## src/rtl/seg7_pkg.sv

```systemverilog
// Shared types, constants and the hex-to-segment pattern for the scan controller.
package seg7_pkg;

    localparam int unsigned CLK_DIV_DEFAULT = 50000;

    // Slot counter width for a given divider; never narrower than one bit.
    function automatic int unsigned cnt_width(input int unsigned div);
        return (div > 1) ? $clog2(div) : 1;
    endfunction

    localparam int unsigned CNT_W = cnt_width(CLK_DIV_DEFAULT);

    localparam logic [7:0] SEG_OFF = 8'hFF;
    localparam logic [3:0] AN_OFF  = 4'hF;

    typedef enum logic {
        ST_GAP = 1'b0,
        ST_ON  = 1'b1
    } scan_state_t;

    typedef struct packed {
        logic [15:0] data;
        logic [3:0]  dp;
        logic [3:0]  blank;
    } disp_word_t;

    // Active-low gfedcba pattern for one hex nibble.
    function automatic logic [6:0] hex7(input logic [3:0] nib);
        logic [6:0] pat;
        case (nib)
            4'h0: pat = 7'b1000000;
            4'h1: pat = 7'b1111001;
            4'h2: pat = 7'b0100100;
            4'h3: pat = 7'b0110000;
            4'h4: pat = 7'b0011001;
            4'h5: pat = 7'b0010010;
            4'h6: pat = 7'b0000010;
            4'h7: pat = 7'b1111000;
            4'h8: pat = 7'b0000000;
            4'h9: pat = 7'b0010000;
            4'hA: pat = 7'b0001000;
            4'hB: pat = 7'b0000011;
            4'hC: pat = 7'b1000110;
            4'hD: pat = 7'b0100001;
            4'hE: pat = 7'b0000110;
            default: pat = 7'b0001110;
        endcase
        return pat;
    endfunction

endpackage

```

## src/rtl/seg7_scan_ctrl_hex_decode.sv

```systemverilog
// Combinational nibble-to-segment decoder.
module seg7_hex_decode
    import seg7_pkg::*;
(
    input  logic [3:0] nib,
    output logic [6:0] pattern_c
);

    // Pure lookup, no state.
    always_comb begin
        pattern_c = hex7(nib);
    end

endmodule

```

## src/rtl/seg7_scan_ctrl.sv

```systemverilog
// Four-digit seven-segment refresh controller with frame-aligned shadow update.
module seg7_scan_ctrl
    import seg7_pkg::*;
#(
    parameter int unsigned CLK_DIV    = CLK_DIV_DEFAULT,
    parameter int unsigned GAP_CYCLES = 500
) (
    input  logic        clk,
    input  logic        rst,
    input  logic        wr_valid,
    input  logic [15:0] wr_data,
    input  logic [3:0]  wr_dp,
    input  logic [3:0]  wr_blank,
    output logic        wr_ready,
    output logic        frame_done,
    output logic [3:0]  an,
    output logic [7:0]  seg
);

    localparam int unsigned CW = cnt_width(CLK_DIV);
    localparam scan_state_t ST_SLOT_START = (GAP_CYCLES > 0) ? ST_GAP : ST_ON;

    logic [CW-1:0] cnt;
    logic [1:0]    dig;
    logic          last_cnt_c;
    logic          boundary_c;

    scan_state_t   state;
    scan_state_t   state_next_c;

    disp_word_t    act;
    disp_word_t    pend;
    logic          pend_valid;

    logic [3:0]    nib_c;
    logic [6:0]    pattern_c;
    logic [3:0]    an_c;
    logic [7:0]    seg_c;

    assign last_cnt_c = (cnt == CW'(CLK_DIV - 1));
    assign boundary_c = last_cnt_c && (dig == 2'd3);
    assign wr_ready   = !pend_valid;

    // Slot counter and digit index.
    always_ff @(posedge clk) begin
        if (rst) begin
            cnt <= '0;
            dig <= 2'd0;
        end else if (last_cnt_c) begin
            cnt <= '0;
            dig <= dig + 2'd1;
        end else begin
            cnt <= cnt + CW'(1);
        end
    end

    // Slot phase state register.
    always_ff @(posedge clk) begin
        if (rst) begin
            state <= ST_SLOT_START;
        end else begin
            state <= state_next_c;
        end
    end

    // Slot phase transitions: gap first, then the digit is driven until the slot ends.
    always_comb begin
        state_next_c = state;
        if (last_cnt_c) begin
            state_next_c = ST_SLOT_START;
        end else if ((state == ST_GAP) && ((32'(cnt) + 32'd1) == GAP_CYCLES)) begin
            state_next_c = ST_ON;
        end
    end

    // Output decode for the current slot position.
    always_comb begin
        an_c  = AN_OFF;
        seg_c = SEG_OFF;
        nib_c = act.data[{dig, 2'b00} +: 4];
        if ((state == ST_ON) && !act.blank[dig]) begin
            an_c  = ~(4'b0001 << dig);
            seg_c = {~act.dp[dig], pattern_c};
        end
    end

    seg7_hex_decode u_hex_decode (
        .nib       (nib_c),
        .pattern_c (pattern_c)
    );

    // Shadow capture on handshake; active set swapped only at frame boundaries.
    always_ff @(posedge clk) begin
        if (rst) begin
            act        <= '0;
            pend       <= '0;
            pend_valid <= 1'b0;
        end else begin
            if (boundary_c && pend_valid) begin
                act        <= pend;
                pend_valid <= 1'b0;
            end
            if (wr_valid && wr_ready) begin
                pend       <= '{data: wr_data, dp: wr_dp, blank: wr_blank};
                pend_valid <= 1'b1;
            end
        end
    end

    // Registered pin drivers and frame pulse.
    always_ff @(posedge clk) begin
        if (rst) begin
            an         <= AN_OFF;
            seg        <= SEG_OFF;
            frame_done <= 1'b0;
        end else begin
            an         <= an_c;
            seg        <= seg_c;
            frame_done <= boundary_c;
        end
    end

endmodule
```

## config.mk

```make
export PLATFORM = sky130hd
export DESIGN_NAME = seg7_scan_ctrl
export DESIGN_NICKNAME = d
export VERILOG_FILES = /design/src/rtl/seg7_pkg.sv /design/src/rtl/seg7_scan_ctrl_hex_decode.sv /design/src/rtl/seg7_scan_ctrl.sv
export SDC_FILE = /design/constraint.sdc
export NUM_CORES = 1
export LEC_CHECK = 0
export ABC_AREA = 1
export CORE_MARGIN = 4
export CORE_UTILIZATION = 35
export DETAILED_ROUTE_END_ITERATION = 8
export GPL_ROUTABILITY_DRIVEN = 0
export PLACE_DENSITY_LB_ADDON = 0.15
export SYNTH_ARGS = -nofsm -noshare
export SYNTH_HDL_FRONTEND = slang
export SYNTH_SLANG_ARGS = --single-unit
```

## constraint.sdc

```tcl
create_clock -name clk -period 3.7 [get_ports clk]
set_input_delay 0.74 -clock clk [delete_from_list [all_inputs] [get_ports clk]]
set_output_delay 0.74 -clock clk [all_outputs]
set_load 0.03 [all_outputs]
```

==> results.cfg <==
[floorplanning]
dieArea_um2 = 11700
fp-row-count = 36
num_io_pins = 41
die_h_um = 108
core-area_um2 = 9770
initial_core_util_pct = 35.9
die_width_um = 108

[detailed_routing]
drc = 0
vias_per_cell = 4.66
final_antenna_net_count = 0
dr.first_iter.drc_count = 168
vias = 2963
dr.pass1.iters = 4
wl_um = 7610
wl_per_cell_um = 12.0

[power]
p_sw_mw = 0.398
p_seq_share_pct = 57.5
p_per_area_nw_per_um2 = 378
power.internal_mw = 1.18
combPwrFrac_pct = 5.4
ir_worst_vdd_v = 0.000229
total_power_mw = 1.58
p_leak_nw = 1.60
clkPwrFrac_pct = 37.1
p_sw_share_pct = 25.2

[grt]
grt_pass1_wl_um = 13000
grt_pass1_vias = 2756
antenna_found_initial = 0
grt_max_degree = 50
grt_overflow = 0
grt_use_total_pct = 14.1

[logic_synthesis]
synth_most_common_cell = dfxtp_1
ys_ff_latch = 81
synth.distinct_cells = 34
synth_ff_type = dfxtp_1
synthTopCellsByCount = 81 x dfxtp_1, 79 x nor2_1, 61 x nand2_1
yosysTopAreaCell = dfxtp_1
synth_edf_count = 0
synthArstFlopShare_pct = 0
synthCells = 461
netlist_area_um2 = 3510
yosysTopAreaCellShare_pct = 46.2
seq_area_frac_synth_pct = 46.2
syn_nets = 499
synth.avg_cell_area_um2 = 7.61
ys_warn_count = 0
yosys-top-cells-area = dfxtp_1 46%, nor2_1 8.5%, nand2_1 6.5%

[final_layout]
postLayoutCoreUtil_pct = 42.9
drive_gt1_share_pct = 5.96
fillCellCount = 1074
diodes = 0
fin_area_um2 = 4190
area_growth_syn_to_layout_pct = 19.5
nets = 536
final_cells = 636

[worst_setup_path]
critical_path_class = flip-flop to primary output
startpoint_type = flip-flop
end_kind = primary output
cp.required_ns = 2.96
critPathMaxFanout = 4
crit_arrival_ns = 1.47

[clock_tree]
worstSkewPairLatency_ns = 0.35
cts-resized-gates = 0
clk_pin_slew_ns = 0.09
cts_tree = done
ctsRootBufferMaster = clkbuf_8
cts_buffer_depth = 2
cts.sinks = 81
cts_hold_buffers = 0
htree_levels = 3
cts_setup_buffers = 0
cts_inserted_buffers = 9

[run]
drv_cap = 0

[place]
placed_cell_area_um2 = 4020
dp_hpwl_um = 5220
io_buffer_count = 40
place_ws_ns = 1.27
placed_cells = 620

[sta]
setup_violations = 0
setup_ws_ns = 1.49
tns_ns = 0
rsz0062_at_grt = no
hold_viol = 0
min_period_ns = 2.21
slew_violations = 0
whs_ns = 0.461
clock.fmax_mhz = 453
worstMarginPinSlew_ns = 0.730
relSlewSlack_pct = 51.3
finalCritPeriodShare_pct = 59.6
finClkSkew_ns = 0.0195

[status]
status = completed

[worst_hold_path]
hp-class = flip-flop to flip-flop
metal layers:
metal	wire [µm]	GRT usage [%]	vias up
met5	0	0	-
met4	74	3.43	0
met3	331	4.18	8
met2	3530	22.4	50
met1	3680	18.7	1327
li1	-	-	1578
power by group through the flow:
stage | Sequential (mW) | Combinational [mW] | Clock [mW]
5_1_grt | 0.914 | 0.0964 | 0.654
6_report | 0.910 | 0.0851 | 0.587
4_1_cts | 0.911 | 0.0859 | 0.612
3_3_place_gp | 0.931 | 0.0844 | 0
2_1_floorplan | 0.925 | 0.0446 | 0
3_5_place_dp | 0.931 | 0.0854 | 0
placed cells by master (no fill, tap or decap), types with 2 or more instances in the layout:
cell              n
inv_6             2
a21oi_1          42
o21bai_1          2
a31oi_1           2
inv_1            54
clkinv_4          2
inv_2             2
nand3_1          14
nor2_1           79
ha_1             11
o21a_1           25
nand2_1          61
clkdlybuf4s50_1  40
clkbuf_8          9
nor2_2            4
nand4_1          10
nor3b_1           2
dfxtp_1          81
nand3b_1          2
o21ai_0          39
clkinv_2          2
buf_4             4
final timing paths:
| kind | start | end | slack, ns | depth (start not counted) |
|---|---|---|---|---|
| setup / recovery | pend_valid$_SDFFE_PP0P_ | wr_ready | 1.49 | 2 |
| hold / removal | cnt[0]$_SDFF_PP0_ | cnt[0]$_SDFF_PP0_ | 0.46 | 1 |
| setup reg to reg | dig[1]$_SDFFE_PP0P_ | seg[6]$_SDFF_PP1_ | 1.64 | 11 |
| hold reg to reg | cnt[0]$_SDFF_PP0_ | cnt[0]$_SDFF_PP0_ | 0.46 | 1 |
cell type report:
cell class              count  area (µm²)  area share (%)
clock inverters             7        52.6            1.25
flip-flops and latches     81        1620            38.7
multi-input cells         305        1580            37.8
inverters                  57         214            5.10
clock buffers               9         124            2.96
well taps                 133         166            3.97
repair buffers             44         430            10.3
flip-flops by register name, summed over array words and instances (netlist names):
| register | flops |
|---|---|
| act | 24 |
| pend | 24 |
| cnt | 16 |
| seg | 8 |
| an | 4 |
| dig | 2 |
| frame_done | 1 |
| pend_valid | 1 |
| state | 1 |
logic make-up after synthesis:
kind of cell    share of synthesized area, %
buf+inv                                 8.63
compound gates                          19.3
flops                                   46.2
fa+ha+maj                               3.92
simple gates                            21.7
xor+xnor                               0.250
critical path, cell delays in order, from the launching register on:
cell,delay (ns)
dfxtp_1,0.38
inv_1,0.07
clkdlybuf4s50_1,0.66
(Power assumes the default switching activity.)
